**src/rtl/nn_pkg.sv**
```systemverilog
// Shared types and elaboration helpers for the NN frame controller slice.
package nn_pkg;

  localparam int DW_DEF = 8;

  typedef enum logic [2:0] {
    ST_LOAD,
    ST_READY,
    ST_RUN,
    ST_STREAM,
    ST_DONE
  } nn_state_e;

  function automatic int nn_clog2(input int value);
    int result = 0;
    for (int i = 0; i < 31; i++) begin
      if ((1 << i) < value) result = i + 1;
    end
    return result;
  endfunction

  // Address width for a table of 'depth' entries; never narrower than one bit.
  function automatic int nn_aw(input int depth);
    return (nn_clog2(depth) < 1) ? 1 : nn_clog2(depth);
  endfunction

endpackage

```
**src/rtl/nn_word_ram.sv**
```systemverilog
// Input-frame word store: one synchronous write port, one registered read port.
module nn_word_ram
  import nn_pkg::*;
#(
  parameter int DW    = DW_DEF,
  parameter int DEPTH = 2,
  parameter int AW    = nn_aw(DEPTH)
) (
  input  logic                 clk,
  input  logic                 we_i,
  input  logic [AW-1:0]        wr_addr_i,
  input  logic signed [DW-1:0] wr_data_i,
  input  logic [AW-1:0]        rd_addr_i,
  output logic signed [DW-1:0] rd_data_o
);

  logic signed [DW-1:0] mem_q [DEPTH];
  logic signed [DW-1:0] rd_data_q;

  // NOTE: the array has no reset; contents persist across reset/clear and the read path
  // stays a plain register so the store can map onto RAM macros.
  always_ff @(posedge clk) begin
    if (we_i) mem_q[wr_addr_i] <= wr_data_i;
    rd_data_q <= mem_q[rd_addr_i];
  end

  assign rd_data_o = rd_data_q;

endmodule

```
**src/rtl/nn_frame_controller.sv**
```systemverilog
// Frame sequencer: loads network inputs, hands off to the layer chain, then
// streams the result words out over a valid/ready port.
module nn_frame_controller
  import nn_pkg::*;
#(
  parameter int  DW     = DW_DEF,
  parameter int  N_IN   = 2,
  parameter int  N_OUT  = 1,
  localparam int AW_IN  = nn_aw(N_IN),
  localparam int AW_OUT = nn_aw(N_OUT)
) (
  input  logic                 clk,
  input  logic                 rst,
  input  logic                 fill,
  input  logic signed [DW-1:0] in_data,
  output logic                 ack_fill,
  input  logic                 req,
  output logic                 ack_network,
  input  logic                 clear,
  output logic                 chain_req,
  input  logic                 chain_ack,
  input  logic [AW_IN-1:0]     in_rd_addr,
  output logic signed [DW-1:0] in_rd_data,
  output logic [AW_OUT-1:0]    res_addr,
  input  logic signed [DW-1:0] res_data,
  output logic                 out_valid,
  input  logic                 out_ready,
  output logic signed [DW-1:0] out_data,
  output logic                 out_last
);

  // One spare pointer bit so the count can reach N_IN / N_OUT without folding back.
  localparam logic [AW_IN:0]  LAST_IN  = (AW_IN + 1)'(N_IN - 1);
  localparam logic [AW_OUT:0] LAST_OUT = (AW_OUT + 1)'(N_OUT - 1);

  nn_state_e            state_q, state_d;
  logic [AW_IN:0]       wr_ptr_q, wr_ptr_d;
  logic [AW_OUT:0]      rd_idx_q, rd_idx_d;
  logic                 ack_fill_q, ack_fill_d;
  logic                 ack_network_q, ack_network_d;
  logic                 chain_req_q, chain_req_d;
  logic                 out_valid_q, out_valid_d;
  logic                 out_last_q, out_last_d;
  logic signed [DW-1:0] out_data_q, out_data_d;
  logic                 ram_we;

  // NOTE: every output of this block gets a default first, so no path leaves a
  // signal unassigned and no latch is inferred.
  always_comb begin
    state_d       = state_q;
    wr_ptr_d      = wr_ptr_q;
    rd_idx_d      = rd_idx_q;
    ack_fill_d    = ack_fill_q;
    ack_network_d = ack_network_q;
    chain_req_d   = chain_req_q;
    out_valid_d   = out_valid_q;
    out_last_d    = out_last_q;
    out_data_d    = out_data_q;
    ram_we        = 1'b0;

    unique case (state_q)
      ST_LOAD: begin
        if (fill) begin
          ram_we   = 1'b1;
          wr_ptr_d = wr_ptr_q + 1'b1;
          if (wr_ptr_q == LAST_IN) begin
            state_d    = ST_READY;
            ack_fill_d = 1'b1;
          end
        end
      end
      ST_READY: begin
        if (req) begin
          state_d     = ST_RUN;
          chain_req_d = 1'b1;
        end
      end
      ST_RUN: begin
        if (chain_ack) begin
          state_d     = ST_STREAM;
          chain_req_d = 1'b0;
          rd_idx_d    = '0;
        end
      end
      ST_STREAM: begin
        if (out_valid_q && out_ready && out_last_q) begin
          state_d       = ST_DONE;
          out_valid_d   = 1'b0;
          out_last_d    = 1'b0;
          ack_network_d = 1'b1;
        end else if (!out_valid_q || out_ready) begin
          out_valid_d = 1'b1;
          out_data_d  = res_data;
          out_last_d  = (rd_idx_q == LAST_OUT);
          rd_idx_d    = rd_idx_q + 1'b1;
        end
      end
      ST_DONE: begin
        if (!req) begin
          state_d       = ST_READY;
          ack_network_d = 1'b0;
        end
      end
      default: state_d = ST_LOAD;
    endcase

    // Abort overrides everything, including a same-cycle fill; the stored words are left as-is.
    if (clear) begin
      state_d       = ST_LOAD;
      wr_ptr_d      = '0;
      rd_idx_d      = '0;
      ack_fill_d    = 1'b0;
      ack_network_d = 1'b0;
      chain_req_d   = 1'b0;
      out_valid_d   = 1'b0;
      out_last_d    = 1'b0;
      ram_we        = 1'b0;
    end
  end

  // NOTE: sequential state is updated with non-blocking assignments only, so every
  // register samples the pre-edge values regardless of statement order.
  always_ff @(posedge clk) begin
    if (rst) begin
      state_q       <= ST_LOAD;
      wr_ptr_q      <= '0;
      rd_idx_q      <= '0;
      ack_fill_q    <= 1'b0;
      ack_network_q <= 1'b0;
      chain_req_q   <= 1'b0;
      out_valid_q   <= 1'b0;
      out_last_q    <= 1'b0;
      out_data_q    <= '0;
    end else begin
      state_q       <= state_d;
      wr_ptr_q      <= wr_ptr_d;
      rd_idx_q      <= rd_idx_d;
      ack_fill_q    <= ack_fill_d;
      ack_network_q <= ack_network_d;
      chain_req_q   <= chain_req_d;
      out_valid_q   <= out_valid_d;
      out_last_q    <= out_last_d;
      out_data_q    <= out_data_d;
    end
  end

  nn_word_ram #(
    .DW    (DW),
    .DEPTH (N_IN),
    .AW    (AW_IN)
  ) u_in_ram (
    .clk       (clk),
    .we_i      (ram_we && !rst),
    .wr_addr_i (wr_ptr_q[AW_IN-1:0]),
    .wr_data_i (in_data),
    .rd_addr_i (in_rd_addr),
    .rd_data_o (in_rd_data)
  );

  assign ack_fill    = ack_fill_q;
  assign ack_network = ack_network_q;
  assign chain_req   = chain_req_q;
  assign out_valid   = out_valid_q;
  assign out_last    = out_last_q;
  assign out_data    = out_data_q;
  assign res_addr    = rd_idx_q[AW_OUT-1:0];

endmodule

```
**config.mk**
```make
export PLATFORM = sky130hd
export DESIGN_NAME = nn_frame_controller
export DESIGN_NICKNAME = d
export VERILOG_FILES = /design/src/rtl/nn_pkg.sv /design/src/rtl/nn_word_ram.sv /design/src/rtl/nn_frame_controller.sv
export SDC_FILE = /design/constraint.sdc
export NUM_CORES = 1
export LEC_CHECK = 0
export CORE_UTILIZATION = 40
export DETAILED_ROUTE_END_ITERATION = 10
export PLACE_DENSITY = 0.77
export RECOVER_POWER = 50
export SLEW_MARGIN = 20
export SYNTH_ARGS = -nofsm -noshare
export SYNTH_HDL_FRONTEND = slang
export SYNTH_SLANG_ARGS = --single-unit
```
**constraint.sdc**
```tcl
create_clock -name clk -period 3 [get_ports clk]
set_input_delay 0.45 -clock clk [delete_from_list [all_inputs] [get_ports clk]]
set_output_delay 0.45 -clock clk [all_outputs]
set_load 0.05 [all_outputs]
```
Word-level counts from Yosys, hierarchy flattened

Memories as Yosys holds them, arrays and structs flattened. A register that Yosys moved wholly into a read port is not among the register bits.
Cells that the tools add are included.

Bits in registers: 20
Bits in writable memories: 16
Input bits: 24
Output and inout port bits: 22
Memories: 1

Add/subtract/negate cells: 2
Eq/ne operators: 13
Mux-type cells: 26
Bitwise logic cells: 1
Reduce and logical (&&, ||, !) cells: 21

Memory list:

| memory         | words | width | rd ports | clocked after Yosys merged registers in | wr ports | line              | text |
|---|---|---|---|---|---|---|---|
| u_in_ram.mem_q | 2     | 8     | 1        | 1                                       | 1        | nn_word_ram.sv:17 | `logic signed [DW-1:0] mem_q [DEPTH];` |

Operator list:

| operator            | count |
|---|---|
| $mux 3              | 6 |
| $ne 2x2->1 const B  | 8 |
| $pmux 3 s5          | 1 |
| $mux 1              | 13 |
| $reduce_and 3->1    | 4 |
| $reduce_bool 2->1   | 4 |
| $eq 3x2->1 const B  | 2 |
| $mux 2              | 3 |
| $reduce_and 6->1    | 1 |
| $add 2x1->2 const B | 2 |
| $pmux 1 s2          | 2 |
| $pmux 2 s2          | 1 |
| $reduce_and 2->1    | 2 |
| $reduce_and 4->1    | 1 |
| $eq 3x1->1 const B  | 1 |
| $eq 3x3->1 const B  | 1 |
| $logic_and 1x1->1   | 3 |
| $logic_not 3->1     | 1 |
| $eq 2x1->1 const B  | 1 |
| $logic_not 1->1     | 2 |
| $logic_not 2->1     | 1 |
| $reduce_or 2->1     | 1 |
| $logic_or 1x1->1    | 1 |
| $not 1->1           | 1 |

Longest topological paths before layout

Gate-level depths: netlist of the first run.

Word-level depth: 6
Gate-level depth with buffers: 6

Cells and area by module

Synthesis of the first run repeated with hierarchy kept, for this count alone.

Cell total of the unflattened synthesis: 139
Area, all modules: 1722.9 sq um

By module, submodules not included:

| module              | times used | cells an instance | area each (sq um) | seq. area each (sq um) |
|---|---|---|---|---|
| nn_frame_controller | 1          | 104               | 938.4             | 400.4 |
| nn_word_ram         | 1          | 35                | 784.5             | 640.6 |

Least setup slack after synthesis of the first run

No wires, ideal clock.

Path type: reg-to-reg
From: register state_q[1]
To: memory u_in_ram.mem_q[0][0] in the netlist's numbering, enable pin
Arrival time: 1.273 ns
Slack: 1.357 ns
Stages on the path, launching flop included: 5
Cells stage by stage: dfxtp_1 buf_6 nor4b_4 nand2_1 nor2_1

Word-level cells in the longest chain between the ends: 6

RTL lines:

| element                      | line                       | text |
|---|---|---|
| start, declared              | nn_frame_controller.sv:36  | `nn_state_e state_q, state_d;` |
| start signal, assigned       | nn_frame_controller.sv:135 | `state_q <= state_d;` |
| $logic_not 3->1              | nn_frame_controller.sv:61  | `unique case (state_q)` |
| $mux 1                       | nn_frame_controller.sv:61  |  |
| $mux 1                       | nn_frame_controller.sv:108 | `if (clear) begin` |
| $logic_and 1x1->1            | nn_frame_controller.sv:153 | `.we_i (ram_we && !rst),` |
| $mux 1                       | nn_word_ram.sv:23          | `if (we_i) mem_q[wr_addr_i] <= wr_data_i;` |
| $mux 1 (implied by the code) | nn_word_ram.sv:23          |  |
| end, declared                | nn_word_ram.sv:17          |  |

Every way passes these cells.

Worst setup path in the final report of the first run

From: input port out_ready
To: register out_data_q[5], in the netlist out_data[5]

Word-level cells in the longest chain between the ends: 4
Elaborated cells between the ends (all ways): 5

RTL lines:

| element                         | line                       | text |
|---|---|---|
| start, declared                 | nn_frame_controller.sv:27  | `input logic out_ready,` |
| $logic_and 1x1->1 (2 in series) | nn_frame_controller.sv:86  | `if (out_valid_q && out_ready && out_last_q) begin` |
| $not 1->1 (no line)             | --                         |  |
| $reduce_and 3->1 (no line) (*)  | --                         |  |
| end signal, assigned            | nn_frame_controller.sv:143 | `out_data_q <= out_data_d;` |
| end, declared                   | nn_frame_controller.sv:44  | `logic signed [DW-1:0] out_data_q, out_data_d;` |

Every way passes the cells marked *; elsewhere a longest branch is shown, timed or not.
A chain may end at the register's enable or synchronous reset.

==> flow_metrics.tcl, run 1 <==
set metrics [dict create \
    cp_data_arrival_time_ns 2.41 \
    grt_pass1_vias 1104 \
    htree_levels 2 \
    postLayoutCoreUtil_pct 57.4 \
    drv_slew 0 \
    area_growth_pct 33.2 \
    clock-sinks 44 \
    start_util_pct 43.1 \
    fin_ws_ns 0.753 \
    grt_start_max_net_pins 15 \
    ff2ff_path_depth 4 \
    yosysMostFrequentCell "dfxtp_1" \
    first_pass_iters 6 \
    synthesis.area_um2 1640 \
    maxCapViolations 0 \
    period_share_pct 74.9 \
    antenna_left 0 \
    antenna_found_initial 0 \
    r2r-end "out_data[5]" \
    period_needed_ns 2.25 \
    layout.nets 206 \
    setup-tns-final_ns 0 \
    seq_area_frac_synth_pct 63.6 \
    cts_resized 0 \
    cp_data_required_time_ns 3.17 \
    hold_viol_final 0 \
    highest_layer "met4" \
    gp_congestion 0.776 \
    dr_wl_met2_mm 1.30 \
    ys_top_cells_by_area "dfxtp_1 (34%), edfxtp_1 (29%), mux2i_1 (5.5%)" \
    cts_hold_buf 0 \
    pre_cts_ws_ns 0.682 \
    fmax_mhz 445 \
    min_to "u_in_ram.rd_data_o[2]" \
    grt-ovfl-total 0 \
    insertion_delay_ns 0.29 \
    synth_edf_count 16 \
    die_area_um2 4350 \
    grt_usage_pct 14.8 \
    post-dp-hpwl_mm 2.07 \
    ios 46 \
    synthCells 135 \
    die_w_um 66.0 \
    rsz0062_at_grt "false" \
    cts.clk_slew.worst_paths_ns 0.08 \
    yosysUniqueCellTypes 32 \
    num_antenna_cells 0 \
    met3WireLength_um 234 \
    totalPowerFinal_mw 1.07 \
    yosysTopAreaCellShare_pct 34.2 \
    critPathKind "primary input to flip-flop" \
    drt-total-wl_mm 2.90 \
    crit_path_max_fanout 11 \
    dr.first_iter.drc_count 33 \
    min_from "u_in_ram.mem_q[0][2]" \
    setup_viol_count_final 0 \
    synth.avg_cell_area_um2 12.1 \
    finalClockSkew_ns 0.00884 \
    viasPerCell 4.81 \
    reg2reg_slack_ns 0.84 \
    row_count 22 \
    reg2reg_from "state_q[1]" \
    num_vias 1102 \
    yosys-top-cells-count "dfxtp_1 (28), nor2_1 (22), edfxtp_1 (16)" \
    met1Wirelength_mm 1.36 \
    grt_pass1_wl_mm 4.80 \
    cts_tree "built" \
    drc 0 \
    cp-start-kind "primary input" \
    yosysTopAreaCell "dfxtp_1" \
    syn-num-nets 161 \
    hold_class "flip-flop to flip-flop" \
    fill_cells 326 \
    min_path_cells 1 \
    place_area_um2 2100 \
    ys_ff_latch 44 \
    ir_worst_vdd_uv 254 \
    cts_buffer_depth 2 \
    placedCellCount 221 \
    whs_ns 0.476 \
    wl_per_cell_um 12.7 \
    coreArea_um2 3800 \
    power.leakage_nw 0.748 \
    io_buffers 45 \
    finalNonFillerCells 229 \
    die_h_um 66.0 \
    numCtsBuffers 5 \
    root_buffer "clkbuf_8" \
    powerDensity_nw_per_um2 489 \
    drive_gt1_share_pct 8.84 \
    cts_setup_buffers 0 \
    synthArstFlopShare_pct 0 \
    relSlewSlack_pct 19.4 \
    status "completed" \
    tightest_slew_ns 1.21 \
    synth-main-ff-cell "dfxtp_1" \
    yosys_warnings 0 \
    worst_setup_path_end_kind "flip-flop" \
    final_area_um2 2180 \
]
[sequential cells by signal, indices dropped and copies added, names as in the netlist]
signal              flops
u_in_ram.mem_q         16
out_data                8
u_in_ram.rd_data_o      8
state_q                 3
rd_idx_q                2
wr_ptr_q                2
ack_fill                1
ack_network             1
chain_req               1
out_last                1
out_valid               1
[per-layer routing]
metal,vias up,global-route usage (%)
met2,40,24.7
li1,560,-
met5,-,0
met4,0,5.59
met1,500,16.7
met3,2,6.21
[where the power goes]
part / internal, mW / switching (mW) / total, mW / leakage, nW
clock network: 0.163 / 0.189 / 0.352 / 0.0412
registers: 0.628 / 0.00389 / 0.632 / 0.374
logic: 0.0417 / 0.0416 / 0.0833 / 0.332
total: 0.833 / 0.234 / 1.07 / 0.748
[worst max-delay path by stage]
| stage | end | depth (start not counted) | slack (ns) | startpoint |
|---|---|---|---|---|
| final | out_data[5] | 5 | 0.75 | out_ready |
| after global routing | out_data[0] | 5 | 0.55 | out_ready |
| after CTS | out_valid | 1 | 0.98 | out_valid |
| after detailed placement | u_in_ram.mem_q[0][4] | 4 | 0.68 | rst |
| after global placement | u_in_ram.mem_q[0][2] | 4 | 0.81 | fill |
| after floorplan | u_in_ram.mem_q[0][0] | 4 | 1.36 | state_q[1] |
[cell type report]
type	instances	area, um2	share of cell area, %
timing repair buffer	45	450	20.6
clock buffer	6	72.6	3.33
sequential	44	1040	47.7
clock inverter	2	12.5	0.573
multi-input combinational	79	527	24.1
inverter	5	18.8	0.860
tap	48	60.1	2.75
[cells in the final DEF (no fill, tap or decap), types with 4 or more instances in the layout]
cell and count:
o21ai_0 4, edfxtp_1 16, a21oi_1 10, dfxtp_1 28, inv_1 5, dlygate4sd3_1 14
clkdlybuf4s50_1 31, nand2_1 4, nor2_1 22, mux2_2 8, mux2i_1 9, clkbuf_8 5
[critical path, cell delays in order]
cell and delay, ns:
dlygate4sd3_1 0.59, nand2b_1 0.09, a21oi_1 0.95, mux2i_1 0.28, nor2_1 0.05
[logic make-up after synthesis]
kind of cell               share of synthesized area [%]
buffers and inverters                               4.05
muxes                                               11.0
xor gates and xnor gates                           0.535
and+or+nand+nor                                     11.5
DFF                                                 63.6
adders and majority gates                           1.53
AOI/OAI and AO/OA                                   7.87
Note: power is estimated with default switching activity, not from simulation.
==> run 2, diff against run 1 <==
==> constraint.sdc (replaced) <==
create_clock -name clk -period 2.3 [get_ports clk]
set_input_delay 0.345 -clock clk [delete_from_list [all_inputs] [get_ports clk]]
set_output_delay 0.345 -clock clk [all_outputs]
set_load 0.05 [all_outputs]
==> run 2 against run 1 <==
  * Clock-buffer cell count unchanged
  * Sequential cell count unchanged
  * Critical path depth unchanged
  * Final area increased by 1.5%
  * Sequential share of layout area decreased by 0.73 points
  * Utilization increased by 0.89 points
  * Hold slack improved by 0.0044 ns
  * Largest power group unchanged
==> flow_metrics.tcl, run 2 (synthesis results as in run 1) <==
set metrics [dict create \
    drt-total-wl_mm 2.99 \
    final_common_cell "clkdlybuf4s50_1" \
    cts_hold_buf 0 \
    powerDensity_nw_per_um2 680 \
    cts_setup_buffers 0 \
    io_buffers 45 \
    grt-ovfl-total 0 \
    switching_share_pct 20.5 \
    cts_resized 0 \
    rsz0062_at_grt "false" \
    area_growth_pct 35.3 \
    post-dp-hpwl_mm 2.19 \
    grt_pass1_vias 1101 \
    num_vias 1135 \
    grt_usage_pct 15.7 \
    period_share_pct 83.2 \
    cp_num_buf_inv 1 \
    coreArea_um2 3800 \
    cts_tree "built" \
    top_register "u_in_ram.mem_q" \
    maxCapViolations 0 \
    worst_setup_path_end_kind "flip-flop" \
    relSlewSlack_pct 56.8 \
    numCtsBuffers 5 \
    first_pass_iters 4 \
    viasPerCell 4.91 \
    gp_congestion 0.784 \
    ios 46 \
    p_sw_uw 308 \
    largest_reg_flops 16 \
    htree_levels 2 \
    path_depth 5 \
    period_needed_ns 1.91 \
    p_int_mw 1.20 \
    wl_per_cell_um 12.9 \
    crit_path_max_fanout 12 \
    finalClockSkew_ns 0.00536 \
    setup-tns-final_ns 0 \
    antenna_left 0 \
    hold_class "flip-flop to flip-flop" \
    dr.first_iter.drc_count 51 \
    layout.nets 208 \
    insertion_delay_ns 0.29 \
    num_antenna_cells 0 \
    start_util_pct 43.1 \
    ff2ff_path_depth 5 \
    root_buffer "clkbuf_8" \
    cp_data_required_time_ns 2.48 \
    path_delay_family "flip-flops" \
    grt_start_max_net_pins 14 \
    die_h_um 66.0 \
    hold_viol_final 0 \
    drc 0 \
    cts.clk_slew.worst_paths_ns 0.08 \
    tightest_slew_ns 0.648 \
    die_area_um2 4350 \
    ir_worst_vdd_uv 555 \
    cp_data_arrival_time_ns 2.09 \
    power_frac_comb_pct 7.4 \
    cp-start-kind "flip-flop" \
    final_cell_mix "clkdlybuf4s50_1 (35), dfxtp_1 (28), nor2_1 (22)" \
    slowest_stage "dfxtp_1" \
    clock-sinks 44 \
    pwr-share-seq_pct 54.7 \
    pre_cts_ws_ns 0.281 \
    clkPwrFrac_pct 37.9 \
    fin_ws_ns 0.387 \
    critPathKind "flip-flop to flip-flop" \
    cts_buffer_depth 2 \
    row_count 22 \
    drive_gt1_share_pct 9.29 \
    status "completed" \
    cp_cell_sequence "nand3b_1, a21oi_1, clkbuf_1, mux2i_1, nor2_1" \
    max_stage_delay_ns 0.60 \
    drv_slew 0 \
    setup_viol_count_final 0 \
    min_path_cells 1 \
    antenna_found_initial 0 \
    place_area_um2 2120 \
    fmax_mhz 523 \
    power.leakage_nw 0.767 \
    grt_pass1_wl_mm 4.87 \
    whs_ns 0.481 \
    die_w_um 66.0 \
    final_area_um2 2220 \
]
==> run 2: changes by cell type in the layout (fill, tap and decap cells not counted), sizes merged <==
cell	delta
clkbuf	+1
bufinv	+1
buf	+1
clkdlybuf4s50	+4
dlygate4sd3	-4
clkinvlp	-1
==> run 2: cell type report <==
type                       count  area (um2)
fill                         321        1580
timing repair buffer          47         462
sequential                    44        1040
tap                           48        60.1
multi-input combinational     79         527
clock inverter                 2        35.0
inverter                       5        18.8
clock buffer                   6        72.6
==> run 2: stage by stage <==
step / utilization, % / power (mW) / instances
after floorplan: - / 0.896 / 135
after CTS: 58.5 / 1.53 / 231
after global placement: 55.7 / 0.955 / 223
final: 58.3 / 1.51 / 231
after global routing: 58.3 / 1.58 / 231
after detailed placement: 55.7 / 0.959 / 223
==> run 2: path summary, 6_finish.rpt <==
| path | to | startpoint | slack, ns |
|---|---|---|---|
| min reg2reg | u_in_ram.rd_data_o[6] | u_in_ram.mem_q[1][6] | 0.48 |
| max | out_data[1] | state_q[1] | 0.39 |
| max reg2reg | out_data[1] | state_q[1] | 0.39 |
| min | u_in_ram.rd_data_o[6] | u_in_ram.mem_q[1][6] | 0.48 |
==> run 2: power groups by stage <==
| stage | clock, mW | combinational (mW) | sequential (mW) |
|---|---|---|---|
| global route | 0.634 | 0.120 | 0.826 |
| global placement | 0 | 0.113 | 0.842 |
| floorplan | 0 | 0.0317 | 0.864 |
| CTS | 0.592 | 0.116 | 0.825 |
| finish | 0.571 | 0.111 | 0.825 |
| detailed placement | 0 | 0.116 | 0.843 |
==> run 2: metal layers <==
metal  part of all wire, %  wire (um)  GRT usage [%]
met5                     0          0              0
met4                   1.9         57           6.38
met3                   7.7        231           6.90
met2                    47       1400           25.5
met1                    43       1300           17.9
==> run 3, diff against run 2 <==
--- a/config.mk
+++ b/config.mk
@@ -7,7 +7,7 @@
 export LEC_CHECK = 0
 export CORE_UTILIZATION = 40
 export DETAILED_ROUTE_END_ITERATION = 10
-export PLACE_DENSITY = 0.77
+export PLACE_DENSITY = 0.79
 export RECOVER_POWER = 50
 export SLEW_MARGIN = 20
 export SYNTH_ARGS = -nofsm -noshare
==> constraint.sdc (replaced) <==
create_clock -name clk -period 1.6 [get_ports clk]
set_input_delay 0.24 -clock clk [delete_from_list [all_inputs] [get_ports clk]]
set_output_delay 0.24 -clock clk [all_outputs]
set_load 0.05 [all_outputs]
==> run 3 against run 2 <==
  * Non-clock buffer count is 6 higher
  * Clock-buffer cell count did not move
  * Clock power up 43%
==> flow_metrics.tcl, run 3 (synthesis results as in run 1) <==
set metrics [dict create \
    setup_viol_count_final 0 \
    grt_pass1_wl_mm 5.06 \
    worst_setup_path_end_kind "flip-flop" \
    cp_data_arrival_time_ns 1.61 \
    pwr-share-seq_pct 54.8 \
    tightest_slew_ns 0.618 \
    cp-start-kind "flip-flop" \
    final_cell_mix "dfxtp_1 (27), nor2_1 (21), clkbuf_1 (19)" \
    grt_pass1_vias 1122 \
    cts_buffer_depth 2 \
    die_h_um 66.0 \
    status "completed" \
    cp_data_required_time_ns 1.79 \
    max_stage_delay_ns 0.42 \
    maxCapViolations 0 \
    numCtsBuffers 5 \
    dr_wl_met2_mm 1.59 \
    cts_tree "built" \
    power_frac_comb_pct 7.4 \
    layout.nets 214 \
    fin_ws_ns 0.178 \
    ir_worst_vdd_uv 565 \
    p_sw_uw 446 \
    num_vias 1152 \
    finalNonFillerCells 237 \
    grt_start_max_net_pins 14 \
    dr.first_iter.drc_count 58 \
    fmax_mhz 703 \
    final_area_um2 2170 \
    clkPwrFrac_pct 37.8 \
    antenna_left 0 \
    met3WireLength_um 203 \
    htree_levels 2 \
    period_needed_ns 1.42 \
    p_int_mw 1.72 \
    drt-total-wl_mm 3.13 \
    hold_viol_final 0 \
    finalClockSkew_ns 0.00494 \
    slowest_stage "dfxtp_1" \
    first_pass_iters 7 \
    postLayoutCoreUtil_pct 57.2 \
    whs_ns 0.477 \
    wl_per_cell_um 13.2 \
    antenna_found_initial 0 \
    drc 0 \
    final_common_cell "dfxtp_1" \
    post-dp-hpwl_mm 2.30 \
    num_antenna_cells 0 \
    grt-ovfl-total 0 \
    clock-sinks 44 \
    met1Wirelength_mm 1.34 \
    power.leakage_nw 0.771 \
    place_area_um2 2130 \
    pre_cts_ws_ns -0.0265 \
    powerDensity_nw_per_um2 995 \
    cp_num_buf_inv 1 \
    largest_reg_flops 16 \
    viasPerCell 4.86 \
    grt_usage_pct 15.8 \
    crit_path_max_fanout 11 \
    hold_class "flip-flop to flip-flop" \
    fill_cells 332 \
    cts.clk_slew.worst_paths_ns 0.08 \
    switching_share_pct 20.6 \
    cts_setup_buffers 0 \
    io_buffers 45 \
    rsz0062_at_grt "false" \
    coreArea_um2 3800 \
    drive_gt1_share_pct 16.4 \
    start_util_pct 43.1 \
    root_buffer "clkbuf_8" \
    placedCellCount 229 \
    period_share_pct 88.9 \
    cp_cell_sequence "nand3b_1, a21oi_2, buf_12, mux2i_1, nor2_1" \
    highest_layer "met3" \
    drv_slew 0 \
    row_count 22 \
    area_growth_pct 32.8 \
    gp_congestion 0.851 \
    die_area_um2 4350 \
    insertion_delay_ns 0.29 \
    ios 46 \
    path_delay_family "flip-flops" \
    relSlewSlack_pct 59.0 \
    critPathKind "flip-flop to flip-flop" \
    top_register "u_in_ram.mem_q" \
    die_w_um 66.0 \
]
## run 3: layer usage
layer	global-route usage [%]	up-vias
met3	5.34	0
met5	0	-
met4	7.18	0
li1	-	576
met1	16.9	531
met2	27.8	45
## run 3: final cells by class
cell class,count,area (um2),area share (%)
Clock buffer,6,72.6,3.34
Clock inverter,2,35.0,1.61
Inverter,5,18.8,0.863
Multi-Input combinational cell,79,533,24.5
Sequential cell,44,1040,47.9
Tap cell,48,60.1,2.76
Timing Repair Buffer,53,413,19.0
## run 3: path summary, 6_finish.rpt
path / from / endpoint / slack (ns) / cells past startpoint
worst max-delay path: state_q[2] / out_data[7] / 0.18 / 5
worst min-delay path: u_in_ram.mem_q[0][4] / u_in_ram.rd_data_o[4] / 0.48 / 1
worst max register to register: state_q[2] / out_data[7] / 0.18 / 5
worst min register to register: u_in_ram.mem_q[0][4] / u_in_ram.rd_data_o[4] / 0.48 / 1
## run 3: power by group through the flow
stage	clock, mW	sequential (mW)	combinational [mW]
2_1_floorplan	0	1.24	0.0460
6_report	0.819	1.19	0.160
5_1_grt	0.900	1.19	0.172
4_1_cts	0.847	1.19	0.173
3_5_place_dp	0	1.21	0.172
3_3_place_gp	0	1.21	0.167
## run 3: repair_timing
item / CTS / global route
resized for setup: 0 / 1
endpoints found under the setup margin: 0 / 2
hold buffers: 0 / 0
## run 3: worst reg2reg max path, cell delays in order (launching register included)
cell and delay (ns):
dfxtp_1 0.42, nand3b_1 0.27, a21oi_2 0.20, buf_12 0.16, mux2i_1 0.21, nor2_1 0.05
## run 3: stage by stage
step | TNS, ns | total power [mW]
CTS | 0 | 2.21
floorplan | 0 | 1.29
finish | 0 | 2.16
global route | 0 | 2.26
global placement | 0 | 1.38
detailed placement | -0.369 | 1.38
